**src/rtl/debug_pkg.sv**
```systemverilog
// Shared definitions for the debug unit: command bytes, timeout marker and
// the sequencer state encoding used by debug_unit_ctrl and dump_sequencer.
package debug_pkg;

    localparam int unsigned BYTE_W = 8;

    localparam logic [BYTE_W-1:0] CMD_RESET         = 8'h52;  // 'R'
    localparam logic [BYTE_W-1:0] CMD_STEP          = 8'h53;  // 'S'
    localparam logic [BYTE_W-1:0] CMD_RUN           = 8'h43;  // 'C'
    localparam logic [BYTE_W-1:0] DUMP_TIMEOUT_BYTE = 8'hEE;

    typedef enum logic [3:0] {
        IDLE,
        DECODE,
        DPRST,
        STEP,
        RUN,
        DADDR,
        DDATA,
        DSEND,
        DWAIT
    } dbg_state_t;

endpackage

```
**src/rtl/dump_sequencer.sv**
```systemverilog
// Streams N_DUMP state-dump bytes through the UART transmitter.
// Ports: go starts a dump at index send_counter; timeout_go sends the single
// timeout marker byte instead; clear zeroes send_counter/sent_flag;
// dump_addr/dump_data is the dump read port (data one cycle after address);
// tx_start/tx_data/tx_done is the transmitter handshake; done_c pulses
// (combinationally) on the edge that finishes the reply.
module dump_sequencer
    import debug_pkg::*;
#(
    parameter int unsigned N_DUMP = 16
) (
    input  logic              clk,
    input  logic              reset,
    input  logic              go,
    input  logic              timeout_go,
    input  logic              clear,
    input  logic              tx_done,
    input  logic [BYTE_W-1:0] dump_data,
    output logic [BYTE_W-1:0] dump_addr,
    output logic [BYTE_W-1:0] tx_data,
    output logic [BYTE_W-1:0] send_counter,
    output logic              tx_start,
    output logic              sent_flag,
    output logic              done_c
);

    localparam logic [BYTE_W-1:0] LAST_COUNT = BYTE_W'(N_DUMP);

    dbg_state_t        state, state_nxt;
    logic [BYTE_W-1:0] addr_nxt, data_nxt, cnt_nxt, cnt_inc;
    logic              start_nxt, sent_nxt;
    logic              tmo, tmo_nxt;

    // State and registered outputs
    always_ff @(posedge clk or posedge reset) begin
        if (reset) begin
            state        <= IDLE;
            dump_addr    <= '0;
            tx_data      <= '0;
            send_counter <= '0;
            tx_start     <= 1'b0;
            sent_flag    <= 1'b0;
            tmo          <= 1'b0;
        end else begin
            state        <= state_nxt;
            dump_addr    <= addr_nxt;
            tx_data      <= data_nxt;
            send_counter <= cnt_nxt;
            tx_start     <= start_nxt;
            sent_flag    <= sent_nxt;
            tmo          <= tmo_nxt;
        end
    end

    // Next state and next register values
    always_comb begin
        state_nxt = state;
        addr_nxt  = dump_addr;
        data_nxt  = tx_data;
        cnt_nxt   = send_counter;
        start_nxt = 1'b0;
        sent_nxt  = sent_flag;
        tmo_nxt   = tmo;
        done_c    = 1'b0;
        cnt_inc   = send_counter + 8'd1;

        if (clear) begin
            cnt_nxt  = '0;
            sent_nxt = 1'b0;
        end

        case (state)
            IDLE: begin
                if (timeout_go) begin
                    // Timeout reply skips the dump read entirely
                    state_nxt = DSEND;
                    data_nxt  = DUMP_TIMEOUT_BYTE;
                    start_nxt = 1'b1;
                    tmo_nxt   = 1'b1;
                end else if (go) begin
                    state_nxt = DADDR;
                    addr_nxt  = send_counter;
                    tmo_nxt   = 1'b0;
                end
            end
            DADDR: state_nxt = DDATA;
            DDATA: begin
                data_nxt  = dump_data;
                start_nxt = 1'b1;
                state_nxt = DSEND;
            end
            DSEND: state_nxt = DWAIT;
            DWAIT: begin
                if (tx_done) begin
                    if (tmo) begin
                        cnt_nxt   = 8'd1;
                        sent_nxt  = 1'b1;
                        done_c    = 1'b1;
                        state_nxt = IDLE;
                    end else begin
                        cnt_nxt = cnt_inc;
                        if (cnt_inc == LAST_COUNT) begin
                            sent_nxt  = 1'b1;
                            done_c    = 1'b1;
                            state_nxt = IDLE;
                        end else begin
                            addr_nxt  = cnt_inc;
                            state_nxt = DADDR;
                        end
                    end
                end
            end
            default: state_nxt = IDLE;
        endcase
    end

endmodule

```
**src/rtl/debug_unit_ctrl.sv**
```systemverilog
// UART command sequencer for the processor datapath: decodes 'R' (reset),
// 'S' (step) and 'C' (run to halt), then streams a state dump back via
// dump_sequencer.
// Ports: clk/reset (async, active-high); rx_done/rx_data from the UART
// receiver; tx_start/tx_data/tx_done to the transmitter; dp_reset/dp_step/
// dp_halt to the datapath; dump_addr/dump_data dump read port; led_idle,
// sent_flag, send_counter board indicators.
// Build option: DEBUG_RUN_TIMEOUT_EN adds a run watchdog of TIMEOUT_CYC steps.
module debug_unit_ctrl
    import debug_pkg::*;
#(
    parameter int unsigned N_DUMP      = 16
`ifdef DEBUG_RUN_TIMEOUT_EN
    ,
    parameter int unsigned TIMEOUT_CYC = 65535
`endif
) (
    input  logic              clk,
    input  logic              reset,
    input  logic              rx_done,
    input  logic [BYTE_W-1:0] rx_data,
    output logic              tx_start,
    output logic [BYTE_W-1:0] tx_data,
    input  logic              tx_done,
    output logic              dp_reset,
    output logic              dp_step,
    input  logic              dp_halt,
    output logic [BYTE_W-1:0] dump_addr,
    input  logic [BYTE_W-1:0] dump_data,
    output logic              led_idle,
    output logic              sent_flag,
    output logic [BYTE_W-1:0] send_counter
);

    dbg_state_t        state, state_nxt;
    logic [BYTE_W-1:0] cmd, cmd_nxt;
    logic              step_nxt, dprst_nxt;
    logic              go_c, tmo_go_c, clear_c, seq_done_c;

`ifdef DEBUG_RUN_TIMEOUT_EN
    localparam int unsigned CNT_W = 16;
    localparam logic [CNT_W-1:0] RUN_LIMIT = CNT_W'(TIMEOUT_CYC - 1);
    logic [CNT_W-1:0] run_cnt, run_cnt_nxt;

    // Counts step cycles issued in the current run
    always_ff @(posedge clk or posedge reset) begin
        if (reset) run_cnt <= '0;
        else       run_cnt <= run_cnt_nxt;
    end
`endif

    // State and registered outputs
    always_ff @(posedge clk or posedge reset) begin
        if (reset) begin
            state    <= IDLE;
            cmd      <= '0;
            dp_step  <= 1'b0;
            dp_reset <= 1'b0;
            led_idle <= 1'b1;
        end else begin
            state    <= state_nxt;
            cmd      <= cmd_nxt;
            dp_step  <= step_nxt;
            dp_reset <= dprst_nxt;
            led_idle <= (state_nxt == IDLE);
        end
    end

    // Decode/step/run control; dump phases are delegated and the top parks
    // in DADDR (or DSEND for a timeout reply) until the sequencer is done.
    always_comb begin
        state_nxt = state;
        cmd_nxt   = cmd;
        step_nxt  = 1'b0;
        dprst_nxt = 1'b0;
        go_c      = 1'b0;
        tmo_go_c  = 1'b0;
        clear_c   = 1'b0;
`ifdef DEBUG_RUN_TIMEOUT_EN
        run_cnt_nxt = run_cnt;
`endif

        case (state)
            IDLE: begin
                if (rx_done) begin
                    cmd_nxt   = rx_data;
                    state_nxt = DECODE;
                end
            end
            DECODE: begin
`ifdef DEBUG_RUN_TIMEOUT_EN
                run_cnt_nxt = '0;
`endif
                case (cmd)
                    CMD_RESET: begin
                        clear_c   = 1'b1;
                        dprst_nxt = 1'b1;
                        state_nxt = DPRST;
                    end
                    CMD_STEP: begin
                        clear_c   = 1'b1;
                        step_nxt  = 1'b1;
                        state_nxt = STEP;
                    end
                    CMD_RUN: begin
                        // Already halted: enter RUN without issuing a step
                        clear_c   = 1'b1;
                        step_nxt  = ~dp_halt;
                        state_nxt = RUN;
                    end
                    default: state_nxt = IDLE;
                endcase
            end
            DPRST: state_nxt = IDLE;
            STEP: begin
                go_c      = 1'b1;
                state_nxt = DADDR;
            end
            RUN: begin
                if (dp_halt) begin
                    go_c      = 1'b1;
                    state_nxt = DADDR;
                end
`ifdef DEBUG_RUN_TIMEOUT_EN
                else if (dp_step && run_cnt == RUN_LIMIT) begin
                    tmo_go_c  = 1'b1;
                    state_nxt = DSEND;
                end else begin
                    step_nxt = 1'b1;
                    if (dp_step) run_cnt_nxt = run_cnt + 16'd1;
                end
`else
                else begin
                    step_nxt = 1'b1;
                end
`endif
            end
            default: begin
                if (seq_done_c) state_nxt = IDLE;
            end
        endcase
    end

    dump_sequencer #(
        .N_DUMP(N_DUMP)
    ) u_dump_sequencer (
        .clk          (clk),
        .reset        (reset),
        .go           (go_c),
        .timeout_go   (tmo_go_c),
        .clear        (clear_c),
        .tx_done      (tx_done),
        .dump_data    (dump_data),
        .dump_addr    (dump_addr),
        .tx_data      (tx_data),
        .send_counter (send_counter),
        .tx_start     (tx_start),
        .sent_flag    (sent_flag),
        .done_c       (seq_done_c)
    );

endmodule

```
**config.mk**
```make
export PLATFORM = sky130hd
export DESIGN_NAME = debug_unit_ctrl
export DESIGN_NICKNAME = d
export VERILOG_FILES = /design/src/rtl/debug_pkg.sv /design/src/rtl/dump_sequencer.sv /design/src/rtl/debug_unit_ctrl.sv
export SDC_FILE = /design/constraint.sdc
export NUM_CORES = 1
export LEC_CHECK = 0
export ABC_AREA = 1
export BUFFER_PORTS_ARGS = -buffer_cell sky130_fd_sc_hd__buf_2
export CORE_MARGIN = 3
export CORE_UTILIZATION = 40
export CTS_CLUSTER_DIAMETER = 100
export DETAILED_ROUTE_END_ITERATION = 6
export SLEW_MARGIN = 20
export SYNTH_ARGS = -nofsm -noshare
export SYNTH_HDL_FRONTEND = slang
export SYNTH_SLANG_ARGS = --single-unit
```
**constraint.sdc**
```tcl
create_clock -name clk -period 2.93 [get_ports clk]
set_input_delay 0.586 -clock clk [delete_from_list [all_inputs] [get_ports clk]]
set_output_delay 0.586 -clock clk [all_outputs]
set_load 0.005 [all_outputs]
```
Word-level counts from Yosys, hierarchy flattened. Index checks and enable logic that the tools add are counted.

Register bits: 45. Input bits: 21. Output and inout bits: 29. Word-level logic and storage cells: 69.

$add $sub $neg: 1. Eq/ne operators: 15. Multiplexer cells: 33. Bitwise operators: 1. Reduce and logical (&&, ||, !) cells: 8.

Operator list (count): 8-bit two-way mux (6); 4-bit case mux with 5 select lines (2); 8-bit by 7-bit equality test with 1-bit output (second input constant) (3); 4-bit two-way mux (5); 4-bit by 3-bit equality test with 1-bit output (second input constant) (4); 8-bit case mux with 2 select lines (1); 1-bit two-way mux (14); 4-bit zero test (3); 3-bit case mux with 3 select lines (1); 8-bit by 1-bit adder with 8-bit output (second input constant) (1); 4-bit by 2-bit equality test with 1-bit output (second input constant) (2); 8-bit by 5-bit equality test with 1-bit output (second input constant) (1); 2-bit inequality test (second input constant) (3); 1-bit case mux with 2 select lines (3); 4-bit by 1-bit equality test with 1-bit output (second input constant) (1); 4-bit equality test (second input constant) (1); 2-bit AND reduction (2); 4-bit AND reduction (1); 3-bit two-way mux (1); 3-bit OR reduction (1); 2-bit nonzero test (1); 1-bit NOT (1).

Depth between registers and ports, before layout. Gate-level depths: netlist (run 1).

Word-level depth: 8. Gate-level depth with buffers: 11. Depth with buffers taken out: 10.

Cells and area by module. A second synthesis (run 1) with hierarchy kept.

Cell total of the unflattened synthesis: 278. Area, all modules: 2401.1 um^2.

Modules (own cells, without submodules): dump_sequencer (instances 1, cells each 186, area each 1655.3 um^2, seq. area each 775.7 um^2); debug_unit_ctrl (instances 1, cells each 92, area each 745.7 um^2, seq. area each 376.6 um^2).

Least setup slack after synthesis (run 1). No wires, ideal clock.

Path type: register to register. Start: register u_dump_sequencer.send_counter[0]. End: register u_dump_sequencer.dump_addr[1]. Library setup time: 0.074 ns. Data arrival time: 1.610 ns. Data required time: 2.856 ns. Path slack: 1.246 ns. Stages on the path, launching flop included: 11. Path buffers: 1. Clock period less this slack: 1.684 ns. Path through: dfrtp_1 > ha_1 > nand3_1 > o21bai_1 > nand2_1 > nor2_2 > nand4_2 > nand3b_4 > buf_8 > nand2_1 > o21ai_2.

Longest elaborated chain between the ends: 4. Elaborated cells between the ends (all ways): 7. Those cells by class: add/sub: 1; eq/ne: 2; mux: 3; reduce/logical: 1.

RTL lines: start: declaration (RTL line dump_sequencer.sv:21) `output logic [BYTE_W-1:0] send_counter,`; start signal: assignment (RTL line dump_sequencer.sv:48) `send_counter <= cnt_nxt;`; 8-bit by 1-bit adder with 8-bit output (*) (RTL line dump_sequencer.sv:65) `cnt_inc = send_counter + 8'd1;`; 8-bit by 5-bit equality test with 1-bit output / 8-bit two-way mux (equally long branches) (RTL line dump_sequencer.sv:102) `if (cnt_inc == LAST_COUNT) begin`; 2-bit inequality test (no source line) / 8-bit two-way mux (equally long branches); 4-bit AND reduction (no source line) / 8-bit case mux with 2 select lines (equally long branches); end signal: assignment (RTL line dump_sequencer.sv:46) `dump_addr <= addr_nxt;`; end: declaration (RTL line dump_sequencer.sv:19) `output logic [BYTE_W-1:0] dump_addr,`.

Every way passes the cells marked *; elsewhere a longest branch is shown, timed or not. The select of a mux whose other input is x is not followed. A chain may end at the register's enable or synchronous reset.

Worst setup path in the final report (run 1).
Start: register u_dump_sequencer.send_counter[1]. End: register led_idle.

Longest elaborated chain between the ends: 8.

RTL lines: 8-bit by 1-bit adder with 8-bit output (RTL line dump_sequencer.sv:65); 8-bit by 5-bit equality test with 1-bit output (RTL line dump_sequencer.sv:102); 1-bit two-way mux (RTL line dump_sequencer.sv:102); 1-bit two-way mux (RTL line dump_sequencer.sv:94) `if (tx_done) begin`; 1-bit two-way mux (RTL line dump_sequencer.sv:72) `case (state)`; 4-bit two-way mux (RTL line debug_unit_ctrl.sv:139) `if (seq_done_c) state_nxt = IDLE;`; 4-bit case mux with 5 select lines (RTL line debug_unit_ctrl.sv:83) `case (state)`; 4-bit zero test (RTL line debug_unit_ctrl.sv:65) `led_idle <= (state_nxt == IDLE);`; end signal: assignment (RTL line debug_unit_ctrl.sv:65); end: declaration (RTL line debug_unit_ctrl.sv:30) `output logic led_idle,`.

Every way passes these cells.

==> results of run 1 <==
worst paths after layout:
kind / endpoint / slack (ns)
setup / recovery: led_idle / 1.03
hold / removal: u_dump_sequencer.tx_data[4] / 0.35
setup reg to reg: led_idle / 1.03
hold reg to reg: u_dump_sequencer.tx_data[5] / 0.47
max in group asynchronous: u_dump_sequencer.send_counter[4] / 1.87
min in group clk: u_dump_sequencer.tx_data[5] / 0.47
through the flow:
| stage | util [%] | instance area, um^2 | hold slack, ns | setup slack (ns) | cells |
|---|---|---|---|---|---|
| after global routing | 50.8 | 2660 | 0.402 | 0.783 | 386 |
| after floorplan | - | 2230 | 0.465 | 1.25 | 261 |
| after detailed placement | 48.5 | 2540 | 0.458 | 1.06 | 378 |
| final | 50.8 | 2660 | 0.348 | 1.03 | 386 |
| after CTS | 50.8 | 2660 | 0.373 | 1.03 | 386 |
| after global placement | 48.5 | 2540 | 0.452 | 1.09 | 378 |
synth_stat cells (2+ instances only):
cell type  instances
nand2_1           76
dfrtp_1           44
inv_1             36
nand3_1           18
nor2_1            18
a21oi_1           10
o21ai_1            8
o21ai_0            5
o22ai_1            5
mux2_2             4
nand4_1            4
buf_4              2
ha_1               2
inv_2              2
nor2_2             2
nor3_2             2
o21a_1             2
o21ai_2            2
power by group through the flow:
stage	clock, mW	combinational [mW]	sequential (mW)
4_1_cts	0.504	0.991	1.04
3_5_place_dp	0	0.985	1.05
5_1_grt	0.525	1.13	1.08
2_1_floorplan	0	0.721	1.04
6_report	0.485	0.979	1.04
3_3_place_gp	0	0.976	1.05
worst max-delay path, stage by stage, from the launching register on:
cell      delay (ns)
dfrtp_1         0.48
ha_1            0.26
nand3_1         0.12
o21bai_1        0.15
nand2_1         0.09
nor2_2          0.20
nand4_4         0.15
a21oi_1         0.23
nand2_1         0.08
nor2_1          0.09
logic make-up after synthesis:
logic type	count (synthesis)
buf+inv	42
simple gates	130
mux	4
compound gates	37
fa+ha+maj	2
xor+xnor	1
flops	45
flip-flops by register name, indices dropped and copies added (netlist names), 4 cells and up:
register and cells:
state 4, cmd 8, u_dump_sequencer.tx_data 8, u_dump_sequencer.dump_addr 8, u_dump_sequencer.send_counter 8, u_dump_sequencer.state 4
metal layers:
| metal | up-vias | GRT usage [%] | share of wire [%] |
|---|---|---|---|
| li1 | 949 | - | - |
| met1 | 828 | 21.5 | 49 |
| met2 | 36 | 22.4 | 45 |
| met3 | 7 | 4.04 | 4.8 |
| met4 | 0 | 4.56 | 1.5 |
| met5 | - | 0 | 0 |
final cells by class:
cell class                      count  area [um^2]
Fill cell                         496         2580
Sequential cell                    45         1130
Multi-Input combinational cell    174          925
Timing Repair Buffer               51          260
Inverter                           38          143
Tap cell                           70         87.6
Clock buffer                        7         86.3
Clock inverter                      1         30.0
==> results.py, run 1 <==
metrics = {
    "detailed_routing": {
        "viasPerCell": 4.72,
        "dr.pass1.iters": 4,
        "drc_errors": 0,
        "wl_mm": 4.55,
        "drtAntennaViolNets": 0,
        "wire_per_inst_um": 11.8,
        "drt-initial-drc-count": 108,
        "vias": 1820,
    },
    "yosys": {
        "yosys.area_share.adder_pct": 1.12,
        "ys_top_cells_by_area": "dfrtp_1, nand2_1, inv_1, nand3_1, nor2_1",
        "avgSynthCellArea_um2": 8.54,
        "syn-num-nets": 284,
        "synth_area_um2": 2230,
        "synth_compound_area_share_pct": 9.99,
        "synthCells": 261,
        "ys_warn_count": 0,
        "yosysTopAreaCell": "dfrtp_1",
        "synth_cell_types": 37,
        "async_reset_ff_share_pct": 100,
        "synth-edff-count": 0,
        "synth-xor-area-share_pct": 0.393,
        "netlist.area_leader.share_pct": 49.4,
        "ys_seq_area_share_pct": 50.6,
        "synth-seq-cells": 45,
        "synthMuxAreaShare_pct": 2.02,
        "synth_top_family_by_area": "simple AND/OR/NAND/NOR gates",
        "synth-main-ff-cell": "dfrtp_1",
        "yosys.area_share.simple_pct": 28.0,
    },
    "min_path": {
        "hold_path.class": "input port to async pin",
    },
    "pwr": {
        "p_comb_share_pct": 39.0,
        "switchingPower_uw": 935,
        "power_mw": 2.51,
        "power_density_nw_per_um2": 943,
        "power_leakage_nw": 1.41,
        "internal_power_mw": 1.57,
        "clkPwrFrac_pct": 19.3,
        "p_sw_share_pct": 37.3,
        "power_frac_seq_pct": 41.6,
        "peakVddDrop_v": 0.000374,
    },
    "global_routing": {
        "overflow": 0,
        "grt_usage_pct": 15.1,
        "grt_first_pass_wirelength_mm": 7.58,
        "antenna_found_initial": 0,
        "grt_pass1_vias": 1642,
        "grt_max_degree": 26,
    },
    "clocking": {
        "clock-sinks": 45,
        "clock_latency_ns": 0.30,
        "clk_pin_slew_ns": 0.08,
        "clock-root-buffer": "clkbuf_8",
        "cts_tree": "yes",
        "htree_levels": 2,
        "cts_post_setup_buffers_inserted": 0,
        "clockBufferDepth": 2,
        "cts_hold_buf": 0,
        "numCtsBuffers": 5,
        "ctsResizeCount": 0,
    },
    "sta": {
        "fin_crit_ns": 1.90,
        "fin_skew_ns": 0.00649,
        "finalCritPeriodShare_pct": 64.9,
        "hold_viol_final": 0,
        "worstMarginPinSlew_ns": 0.866,
        "rsz0062_at_grt": "no",
        "fmax_mhz": 525,
        "finalSetupViolCount": 0,
        "drv_slew": 0,
        "relSlewSlack_pct": 41.9,
        "setup_tns_ns": 0,
    },
    "status": {
        "status": "complete, no violations",
    },
    "setup_path": {
        "worstPathRequired_ns": 3.17,
        "path_class": "flip-flop to flip-flop",
        "startpoint": "u_dump_sequencer.send_counter[1]",
        "worstSetupEndpointType": "flip-flop",
        "reg2regPathDepth": 9,
        "crit_path_start_kind": "flip-flop",
        "cp_max_fo": 7,
        "cp.arrival_ns": 2.14,
        "reg2reg_from": "u_dump_sequencer.send_counter[1]",
    },
    "final_layout": {
        "antennaDiodeCount": 0,
        "layout_commonest_cell": "nand2_1",
        "drive_above_1_share_pct": 25.3,
        "num-nets-final": 338,
        "layout_common_cells": "nand2_1, buf_2, dfrtp_1",
        "area_growth_pct": 19.3,
    },
    "floorplanning": {
        "die_y_um": 80.6,
        "start_util_pct": 42.5,
        "core.rowCount": 26,
        "io_pins": 50,
        "dieArea_um2": 6500,
        "core_area_um2": 5240,
        "fp.dieW_um": 80.6,
    },
    "place": {
        "io_buffer_count": 49,
        "place.gp.congestion": 0.795,
        "dp_hpwl_mm": 3.42,
    },
    "run": {
        "drv_cap": 0,
    },
}
(Power assumes the default switching activity.)
==> inputs of run 2 (changes only) <==
--- a/config.mk
+++ b/config.mk
@@ -5,7 +5,7 @@
 export SDC_FILE = /design/constraint.sdc
 export NUM_CORES = 1
 export LEC_CHECK = 0
-export ABC_AREA = 1
+export ABC_AREA = 0
 export BUFFER_PORTS_ARGS = -buffer_cell sky130_fd_sc_hd__buf_2
 export CORE_MARGIN = 3
 export CORE_UTILIZATION = 40
==> constraint.sdc (replaced) <==
create_clock -name clk -period 1.9 [get_ports clk]
set_input_delay 0.38 -clock clk [delete_from_list [all_inputs] [get_ports clk]]
set_output_delay 0.38 -clock clk [all_outputs]
set_load 0.005 [all_outputs]
==> run 2 against run 1 <==
Fmax rose by 1.5%. Global-route usage rose by 0.93 points. Register-to-register slack worse by 1.0 ns. Sequential cell count stayed put. Critical path depth decreased by 2.
==> results.py, run 2 <==
metrics = {
    "status": {
        "status": "complete, no violations",
    },
    "yosys": {
        "synth_cell_types": 51,
        "synthMuxAreaShare_pct": 12.8,
        "async_reset_ff_share_pct": 100,
        "synth-xor-area-share_pct": 4.11,
        "yosysMostFrequentCell": "dfrtp_1",
        "yosys.area_share.simple_pct": 16.2,
        "syn-num-nets": 229,
        "avgSynthCellArea_um2": 11.2,
        "synth-seq-cells": 45,
        "ys_seq_area_share_pct": 48.8,
        "synth_compound_area_share_pct": 12.2,
        "ys_warn_count": 0,
        "ys_top_cells_by_area": "dfrtp_1, mux2_2, mux2_4, o21ai_0, nand2_1",
        "synthCells": 206,
        "synth_top_family_by_area": "simple AND/OR/NAND/NOR gates",
        "yosysTopAreaCell": "dfrtp_1",
        "yosys.area_share.adder_pct": 1.08,
        "synth-edff-count": 0,
        "synth_common_cells": "dfrtp_1, nand2_1, mux2_2, o21ai_0, nor2_1",
        "synth-main-ff-cell": "dfrtp_1",
        "netlist.area_leader.share_pct": 47.6,
        "synth_area_um2": 2310,
    },
    "setup_path": {
        "worstSetupEndpointType": "flip-flop",
        "cp_max_fo": 7,
        "path_class": "flip-flop to flip-flop",
        "crit_chain": "ha_4, and3_2, nand3_2, a22oi_2, o31a_1, buf_12, mux2_4",
        "cp.arrival_ns": 2.05,
        "slowest_stage": "dfrtp_2",
        "cp_top_family": "flip-flops",
        "worstPathRequired_ns": 2.07,
        "crit_path_start_kind": "flip-flop",
        "cp_num_buf_inv": 1,
        "cpPeakStageDelay_ns": 0.47,
    },
    "floorplanning": {
        "fp.dieW_um": 82.0,
        "start_util_pct": 41.7,
        "dieArea_um2": 6730,
        "core_area_um2": 5540,
        "die_y_um": 82.0,
        "io_pins": 50,
        "core.rowCount": 27,
    },
    "sta": {
        "hold_viol_final": 0,
        "rsz0062_at_grt": "yes",
        "relSlewSlack_pct": 72.7,
        "fin_crit_ns": 1.88,
        "finalCritPeriodShare_pct": 98.7,
        "worstMarginPinSlew_ns": 0.408,
        "fin_skew_ns": 0.00586,
        "drv_slew": 0,
        "timing.final.ws_setup_ns": 0.0243,
        "finalSetupViolCount": 0,
        "fmax_mhz": 533,
    },
    "place": {
        "dp_hpwl_mm": 3.70,
        "io_buffer_count": 49,
        "place.gp.congestion": 0.886,
        "dpl-instance-area_um2": 2800,
        "place_ws_ns": -0.0788,
    },
    "detailed_routing": {
        "wire_per_inst_um": 13.8,
        "wl_mm": 4.89,
        "vias": 1804,
        "viasPerCell": 5.10,
        "drt-initial-drc-count": 109,
        "drtAntennaViolNets": 0,
        "dr.pass1.iters": 4,
        "drc_errors": 0,
    },
    "final_layout": {
        "layout_commonest_cell": "buf_2",
        "antennaDiodeCount": 0,
        "area_growth_pct": 27.3,
        "fin_area_um2": 2940,
        "drive_above_1_share_pct": 46.1,
        "layout_common_cells": "buf_2, dfrtp_1, buf_4",
        "num-nets-final": 305,
    },
    "global_routing": {
        "overflow": 0,
        "grt_max_degree": 29,
        "antenna_found_initial": 0,
        "grt_pass1_vias": 1777,
        "grt_first_pass_wirelength_mm": 8.38,
        "grt_usage_pct": 16.0,
    },
    "pwr": {
        "power_leakage_nw": 1.48,
        "power_density_nw_per_um2": 558,
        "peakVddDrop_v": 0.000345,
    },
    "min_path": {
        "hold_path.class": "input port to async pin",
    },
    "clocking": {
        "htree_levels": 2,
        "cts_tree": "yes",
        "clock-root-buffer": "clkbuf_8",
        "clock_latency_ns": 0.29,
        "clk_pin_slew_ns": 0.08,
        "numCtsBuffers": 5,
        "clockBufferDepth": 2,
        "clock-sinks": 45,
        "cts_hold_buf": 0,
    },
    "run": {
        "drv_cap": 0,
    },
}
==> run 2: per-stage QoR <==
step / util [%] / total power, mW / cells / setup TNS, ns / hold slack, ns
final: 53.1 / 1.64 / 354 / 0 / 0.0713
after global routing: 53.1 / 1.71 / 354 / -0.490 / 0.0985
after CTS: 52.5 / 1.67 / 353 / 0 / 0.0823
after detailed placement: 50.6 / 1.07 / 345 / -0.526 / 0.402
after global placement: 50.6 / 1.07 / 345 / -0.403 / 0.398
after floorplan: - / 1.02 / 206 / 0 / 0.450
==> run 2: logic make-up after synthesis <==
| kind of cell | count (synthesis) |
|---|---|
| buffers and inverters | 14 |
| DFF | 45 |
| xor gates and xnor gates | 10 |
| adders and majority gates | 2 |
| and+or+nand+nor | 68 |
| muxes | 24 |
| AOI/OAI and AO/OA | 43 |
==> run 2: what timing repair did <==
action,in CTS,in global routing
pin swaps,3,4
buffers inserted,1,1
endpoints found under the setup margin,8,11
gates resized for setup,4,6
==> run 2: path summary, 6_finish.rpt <==
check                      slack [ns]                        startpoint  cells past startpoint                          endpoint
max                              0.02  u_dump_sequencer.send_counter[0]                      7     u_dump_sequencer.dump_addr[6]
min                              0.07                             reset                      2                            cmd[2]
max reg2reg                      0.02  u_dump_sequencer.send_counter[0]                      7     u_dump_sequencer.dump_addr[6]
min reg2reg                      0.48        u_dump_sequencer.sent_flag                      1        u_dump_sequencer.sent_flag
max in group asynchronous        1.34                             reset                      3  u_dump_sequencer.send_counter[4]
min in group clk                 0.31                      dump_data[2]                      2       u_dump_sequencer.tx_data[2]
==> run 2: area by class of cell <==
type,count,area (um^2)
sequential,45,1130
multi-input combinational,147,1130
timing repair buffer,78,488
fill,531,2600
clock buffer,7,86.3
inverter,5,18.8
tap,72,90.1
==> run 2: power by group <==
group,internal (mW),switching (mW)
Combinational,0.0400,0.0422
Sequential,0.964,0.00784
Clock,0.289,0.300
==> run 2: per-layer routing <==
metal	GRT usage (%)	vias to the layer above	share of wire [%]
li1	-	885	-
met4	3.82	0	0.88
met1	20.6	874	46
met5	0	-	0
met2	27.3	40	49
met3	3.73	5	4.2
